## config.mk

```make
export PLATFORM = sky130hd
export DESIGN_NAME = nim_turn_ctrl
export DESIGN_NICKNAME = d
export VERILOG_FILES = /design/src/rtl/nim_pkg.sv /design/src/rtl/nim_pile_bank.sv /design/src/rtl/nim_turn_ctrl.sv
export SDC_FILE = /design/constraint.sdc
export NUM_CORES = 1
export LEC_CHECK = 0
export BUFFER_PORTS_ARGS = -buffer_cell sky130_fd_sc_hd__buf_2
export CAP_MARGIN = 20
export CORE_MARGIN = 2
export CORE_UTILIZATION = 30
export CTS_BUF_LIST = sky130_fd_sc_hd__clkbuf_4 sky130_fd_sc_hd__clkbuf_8 sky130_fd_sc_hd__clkbuf_16
export DETAILED_ROUTE_END_ITERATION = 16
export HOLD_SLACK_MARGIN = 0.03
export PLACE_DENSITY_LB_ADDON = 0.2
export SKIP_LAST_GASP = 1
export SLEW_MARGIN = 25
export SYNTH_ARGS = -nofsm -noshare
export SYNTH_HDL_FRONTEND = slang
export SYNTH_SLANG_ARGS = --single-unit
export TNS_END_PERCENT = 1
```

## constraint.sdc

```tcl
create_clock -name clk -period 1.9 [get_ports clk]
set_clock_uncertainty 0.15 [all_clocks]
set_input_delay 0.19 -clock clk [delete_from_list [all_inputs] [get_ports clk]]
set_output_delay 0.19 -clock clk [all_outputs]
set_load 0.01 [all_outputs]
```

## src/rtl/nim_pkg.sv

```systemverilog
// Shared types and constants for the Nim rules engine.
package nim_pkg;

    typedef enum logic [1:0] {PICK, TAKING, DONE} nim_state_t;

    localparam logic NIM_LEFT  = 1'b0;
    localparam logic NIM_RIGHT = 1'b1;

    localparam int         NIM_NUM_PILES  = 3;
    localparam int         NIM_PILE_W     = 4;
    localparam logic [11:0] NIM_INIT_PILES = {4'd7, 4'd5, 4'd3};

endpackage

```

## src/rtl/nim_pile_bank.sv

```systemverilog
// Pile count registers: reload, guarded decrement of the selected pile,
// and flags describing the selected pile and the rest of the bank.
module nim_pile_bank
    import nim_pkg::*;
#(
    parameter int                            NUM_PILES  = NIM_NUM_PILES,
    parameter int                            PILE_W     = NIM_PILE_W,
    parameter logic [NUM_PILES*PILE_W-1:0]   INIT_PILES = NIM_INIT_PILES
) (
    input  logic                          clk,
    input  logic                          reset,
    input  logic                          load,
    input  logic                          dec,
    input  logic [1:0]                    sel,
    output logic [NUM_PILES*PILE_W-1:0]   piles,
    output logic                          sel_empty,
    output logic                          last_take
);

    logic [PILE_W-1:0] cnt;
    logic              sel_one;
    logic              others_zero;

    // An out-of-range selection reads as empty, so it can never be decremented.
    always_comb begin
        // NOTE: every combinational output gets a default first so no latch is inferred.
        cnt         = '0;
        sel_empty   = 1'b1;
        sel_one     = 1'b0;
        others_zero = 1'b1;
        for (int i = 0; i < NUM_PILES; i++) begin
            cnt = piles[i*PILE_W +: PILE_W];
            if (2'(i) == sel) begin
                sel_empty = (cnt == '0);
                sel_one   = (cnt == PILE_W'(1));
            end else if (cnt != '0) begin
                others_zero = 1'b0;
            end
        end
        last_take = sel_one && others_zero;
    end

    always_ff @(posedge clk) begin
        if (reset || load) begin
            piles <= INIT_PILES;
        end else if (dec && !sel_empty) begin
            for (int i = 0; i < NUM_PILES; i++) begin
                if (2'(i) == sel)
                    piles[i*PILE_W +: PILE_W] <= piles[i*PILE_W +: PILE_W] - PILE_W'(1);
            end
        end
    end

endmodule

```

## src/rtl/nim_turn_ctrl.sv

```systemverilog
// Nim turn/rules FSM: tracks selection and turn, detects the winning take
// and emits a one-cycle score pulse for the scoreboard.
module nim_turn_ctrl
    import nim_pkg::*;
#(
    parameter int                            NUM_PILES  = NIM_NUM_PILES,
    parameter int                            PILE_W     = NIM_PILE_W,
    parameter logic [NUM_PILES*PILE_W-1:0]   INIT_PILES = NIM_INIT_PILES
) (
    input  logic                          clk,
    input  logic                          reset,
    input  logic                          new_game,
    input  logic                          sel_next,
    input  logic                          take,
    input  logic                          end_turn,
    output logic                          inc_lp,
    output logic                          inc_rp,
    output logic                          turn,
    output logic [1:0]                    sel_pile,
    output logic [NUM_PILES*PILE_W-1:0]   piles,
    output logic                          game_over
);

    nim_state_t state;
    logic       sel_empty;
    logic       last_take;
    logic       dec;
    logic       win;

    // new_game outranks take; DONE freezes the piles.
    assign dec = take && !new_game && (state != DONE);
    assign win = dec && !sel_empty && last_take;

    nim_pile_bank #(
        .NUM_PILES  (NUM_PILES),
        .PILE_W     (PILE_W),
        .INIT_PILES (INIT_PILES)
    ) u_bank (
        .clk       (clk),
        .reset     (reset),
        .load      (new_game),
        .dec       (dec),
        .sel       (sel_pile),
        .piles     (piles),
        .sel_empty (sel_empty),
        .last_take (last_take)
    );

    always_ff @(posedge clk) begin
        // NOTE: score pulses default low every edge, so a win holds them for exactly one cycle.
        inc_lp <= 1'b0;
        inc_rp <= 1'b0;
        if (reset) begin
            state     <= PICK;
            turn      <= NIM_LEFT;
            sel_pile  <= 2'd0;
            game_over <= 1'b0;
        end else if (new_game) begin
            // The loser of a finished game moves first; an abandoned game keeps the turn.
            if (state == DONE)
                turn <= ~turn;
            state     <= PICK;
            sel_pile  <= 2'd0;
            game_over <= 1'b0;
        end else if (win) begin
            state     <= DONE;
            game_over <= 1'b1;
            inc_lp    <= (turn == NIM_LEFT);
            inc_rp    <= (turn == NIM_RIGHT);
        end else begin
            case (state)
                PICK: begin
                    if (take) begin
                        if (!sel_empty)
                            state <= TAKING;
                    end else if (sel_next && !end_turn) begin
                        sel_pile <= (sel_pile == 2'(NUM_PILES-1)) ? 2'd0 : sel_pile + 2'd1;
                    end
                end
                TAKING: begin
                    if (!take && end_turn) begin
                        turn  <= ~turn;
                        state <= PICK;
                    end
                end
                default: ;
            endcase
        end
    end

endmodule

```

* Word-level counts from Yosys, hierarchy flattened *
Cells that the tools add are included.

storage, ports and cells
  bits in registers = 20
  output and inout port bits = 18
  word-level logic and storage cells = 91

operators by class
  add/sub/neg operators = 4
  eq/ne operators = 17
  mux-type cells = 23
  bitwise gates (word level) = 3
  reduce and logical (&&, ||, !) cells = 34

operators by type and width
  cell                                                                     number
  1-bit 2-to-1 mux                                                         17
  4-bit AND reduction                                                      4
  4-bit by 1-bit == test with 1-bit output, second input constant          3
  4-bit zero test                                                          3
  4-bit nonzero test                                                       3
  4-bit by 1-bit subtractor with 4-bit output, second input constant       3
  2-bit 2-to-1 mux                                                         5
  2-bit inequality test, second input constant                             5
  3-bit inequality test, second input constant                             3
  1-bit logical AND                                                        7
  2-bit AND reduction                                                      3
  2-bit nonzero test                                                       3
  3-bit OR reduction                                                       2
  2-bit == test, second input constant                                     2
  1-bit zero test                                                          4
  2-bit zero test                                                          2
  2-bit case mux with 2 select lines                                       1
  1-bit NOT                                                                3
  3-bit nonzero test                                                       1
  2-bit by 1-bit adder with 2-bit output, second input constant            1
  1-bit by 2-bit == test with 1-bit output, first input constant           1
  2-bit by 1-bit == test with 1-bit output, second input constant          1
  2-bit == test, first input constant                                      1
  2-bit by 1-bit inequality test with 1-bit output, second input constant  1
  other kinds (2)                                                          2

* Longest topological paths before layout *
  depth after elaboration = 11
  mapped depth = 6
  gate-level depth less buffers = 6

* Hierarchy *
From an unflattened synthesis, not the netlist that was laid out.

second synthesis, totals
  cell total of the unflattened synthesis = 128
  area, all modules = 1127.3 µm²

modules (own cells, without submodules)
  module         times used  cells an instance  area an instance (µm²)  sequential area each (µm²)
  nim_pile_bank  1           91                 777.0                   240.2
  nim_turn_ctrl  1           37                 350.3                   160.2

* Worst setup path after synthesis *
OpenSTA, ideal clock, no wires.

  path type = register to register
  start = reg u_bank.piles[4]
  end = reg u_bank.piles[7]
  arrival time = 1794 ps
  data required time = 1680 ps
  path slack = -114 ps
  cell stages (with the launch flop) = 7
  period minus slack after synthesis = 2014 ps
  cells stage by stage = dfxtp_1 > inv_1 > ha_1 > nor3b_1 > or4_1 > or3_1 > a21oi_1

on the way
  cells in the longest elaborated chain, start to end = 6
  elaborated cells between the ends (all ways) = 7

RTL lines
  what                               RTL line             RTL
  from (decl)                        nim_pile_bank.sv:15  output logic [NUM_PILES*PILE_W-1:0] piles,
  from (signal, indexed assignment)  nim_pile_bank.sv:49  piles[i*PILE_W +: PILE_W] <= piles[i*PILE_W +: PILE_W] - PILE_W'(1);
  4-bit zero test                    nim_pile_bank.sv:34  sel_empty = (cnt == '0);
  1-bit 2-to-1 mux (2 in a row)      nim_pile_bank.sv:33  if (2'(i) == sel) begin
  1-bit zero test                    nim_pile_bank.sv:46  end else if (dec && !sel_empty) begin
  1-bit logical AND                  nim_pile_bank.sv:46
  2-bit AND reduction (no line)      -

Several ways; a longest one is shown, not always the timed one.
A chain may end at the register's enable or synchronous reset.

* Final worst setup path *
Ends and elaborated chain as after synthesis.

==> reports/metrics.cfg <==
[detailed_routing]
via_per_inst=4.97
first_iter_violations=38
drt_first_pass_iters=4
vias=1024
wl_mm=2.60
ant_nets=0
drc=0
wl_per_cell_um=12.6

[finish]
final_util_pct=41.1
diodes=0
n_fill_cell=353
syn_to_final_growth_pct=29.0
final_cells=206
layout.nets=173
layout-drive-gt1-share_pct=30.6

[timing]
grt_setup_unrepaired=yes
tns_ns=-0.0144
fin_crit_sh_pct=101
slew_viol_final=0
fin_crit_ns=1.91
max_freq_mhz=522
tightest_slew_ns=0.458
final.setup.worst_slack_ns=-0.0144
hold_violations=0
maxSlewHeadroom_pct=69.0
finalSetupViolCount=1

[place]
finalWeightedCongestion=0.830
io_buffer_count=23
place_worst_setup_slack_ns=-0.00699
dp.cells=199
hpwl_mm=1.97

[power_and_ir_drop]
switching_share_pct=22.8
p_total_mw=0.727
pwr-share-comb_pct=7.2
seqPwrFrac_pct=58.5
p_int_mw=0.562
power_density_nw_per_um2=522
leakage_nw=0.583
power_frac_clock_pct=34.3
p_switching_mw=0.166
peakVddDrop_v=0.000210

[setup_path]
arrival_ns=2.01
start_kind=flop
path_class=flop to flop
required_ns=2.00
crit_path_end_kind=flop
crit_fanout=4

[yosys]
ys_seq_area_share_pct=37.1
avgSynthCellArea_um2=8.78
ys.flop_type=dfxtp_1
syn_inst=123
syn-cell-area_um2=1080
synth_fp_nets=135
synth_async_sr_flop_share_pct=0
ys_ff_latch=20
synth_edf_count=0
ys_warn_count=0
ys_types=43

[outcome]
violations=negative setup slack
status=finished with violations

[clock_tree]
clkLatencyLatePin_ns=0.30
cts_tree=yes
cts_made_buffers=3
clk_path_buf_depth=2
cts-root-buf=clkbuf_4
cts_sinks=20
cts_max_level=1
clk_pin_slew_ns=0.12

[floorplan]
die_w_um=64.0
die_h_um=64.0
io_pins=24
start_util_pct=31.9
die-area_um2=4100
num_rows=21
fp.coreArea_um2=3390

[global_routing]
grtUsageTotal_pct=13.4
grt_overflow_total=0
grt_pass1_vias=955
grt_first_pass_wirelength_mm=4.31
antenna_found_initial=0
grt_max_degree=12

[job]
drv_cap=0

[worst_hold_path]
hold_class=input port to flop

-- layer usage --
| layer | track usage, % | routed length (um) | share of wire [%] |
|---|---|---|---|
| met5 | 0 | 0 | 0 |
| met1 | 17.2 | 1220 | 47 |
| met2 | 21.7 | 1220 | 47 |
| met3 | 2.82 | 116 | 4.5 |
| met4 | 5.71 | 42 | 1.6 |
-- timing repair --
action,4_1_cts,5_1_grt
hold endpoints to repair,1,0
pin swaps,1,1
setup endpoints to repair,3,11
setup buffers,2,0
hold buffers,1,0
resized for setup,0,1
-- per-stage QoR --
step	cell area, um^2	hold WS [ns]
4_1_cts	1390	0.127
3_5_place_dp	1330	0.230
3_3_place_gp	1330	0.229
6_report	1390	0.141
2_1_floorplan	1090	0.112
5_1_grt	1390	0.146
-- area by class of cell --
type / instances / area (um^2) / share of cell area [%]
Inverter: 9 / 33.8 / 2.43
Multi-Input combinational cell: 92 / 652 / 46.8
Clock buffer: 4 / 36.3 / 2.61
Timing Repair Buffer: 35 / 208 / 14.9
Sequential cell: 20 / 405 / 29.1
Tap cell: 46 / 57.6 / 4.13
-- layout by cell type (no fill, tap or decap), types with 2 or more instances in the layout --
| cell | n |
|---|---|
| buf_2 | 23 |
| dfxtp_1 | 18 |
| buf_4 | 11 |
| nor2_1 | 10 |
| inv_1 | 9 |
| nand2_1 | 8 |
| or3_1 | 7 |
| o21ai_0 | 6 |
| a21oi_1 | 6 |
| ha_1 | 5 |
| xnor2_1 | 3 |
| nor2b_1 | 3 |
| a211oi_1 | 3 |
| clkbuf_4 | 3 |
| nand2b_1 | 2 |
| nor4_1 | 2 |
| or3b_2 | 2 |
| nand4_1 | 2 |
| nor3_1 | 2 |
| o211ai_1 | 2 |
| mux2i_1 | 2 |
| nand4bb_1 | 2 |
| o31ai_1 | 2 |
-- flip-flops by register name (all words and copies together) (netlist names) --
signal and cells:
u_bank.piles 12, inc_lp 1, sel_pile 2, inc_rp 1, game_over 1, state 2, turn 1
-- worst paths after layout --
check | from | endpoint | slack [ns] | cells after the start
setup / recovery | u_bank.piles[4]$_SDFFE_PP1P_ | u_bank.piles[7]$_SDFFE_PP0P_ | -0.01 | 6
hold / removal | take | state[0]$_SDFFE_PP0P_ | 0.14 | 3
setup reg to reg | u_bank.piles[4]$_SDFFE_PP1P_ | u_bank.piles[7]$_SDFFE_PP0P_ | -0.01 | 6
hold reg to reg | game_over$_SDFFE_PP0P_ | game_over$_SDFFE_PP0P_ | 0.31 | 2
-- critical path, stage by stage, from the launching register on --
cell	delay, ns
dfxtp_4	0.36
inv_1	0.04
ha_2	0.19
nor3b_2	0.16
or4_1	0.51
or3_1	0.32
a21oi_1	0.14
-- cell families (layout without fill, tap and decap cells) --
| family | Yosys count | count (layout) | synth area share [%] |
|---|---|---|---|
| AND/OR/NAND/NOR | 55 | 55 | 31.9 |
| AO/OA/AOI/OAI | 25 | 25 | 15.2 |
| flip-flops | 20 | 20 | 37.1 |
| buffers and inverters | 11 | 48 | 3.82 |
| adder cells (fa/ha/maj) | 6 | 6 | 6.95 |
| XOR/XNOR | 4 | 4 | 3.25 |
| multiplexers | 2 | 2 | 1.85 |
-- cells in the mapped netlist (3+ instances only) --
master    instances  area, um^2
a211oi_1          3        22.5
ha_1              6        75.1
nor2b_1           3        18.8
dfxtp_1          20         400
inv_1             9        33.8
nand2_1           8        30.0
or3_1             7        43.8
xnor2_1           3        26.3
a21oi_1           6        30.0
nor2_1           10        37.5
nor4_1            3        18.8
o21ai_0           6        30.0
-- power by group through the flow --
| stage | combinational, mW | sequential [mW] | clock (mW) |
|---|---|---|---|
| 2_1_floorplan | 0.0281 | 0.436 | 0 |
| 3_3_place_gp | 0.0505 | 0.435 | 0 |
| 3_5_place_dp | 0.0514 | 0.435 | 0 |
| 4_1_cts | 0.0532 | 0.425 | 0.265 |
| 5_1_grt | 0.0581 | 0.426 | 0.280 |
| 6_report | 0.0527 | 0.425 | 0.249 |
Power figures use the tool's default switching activity.
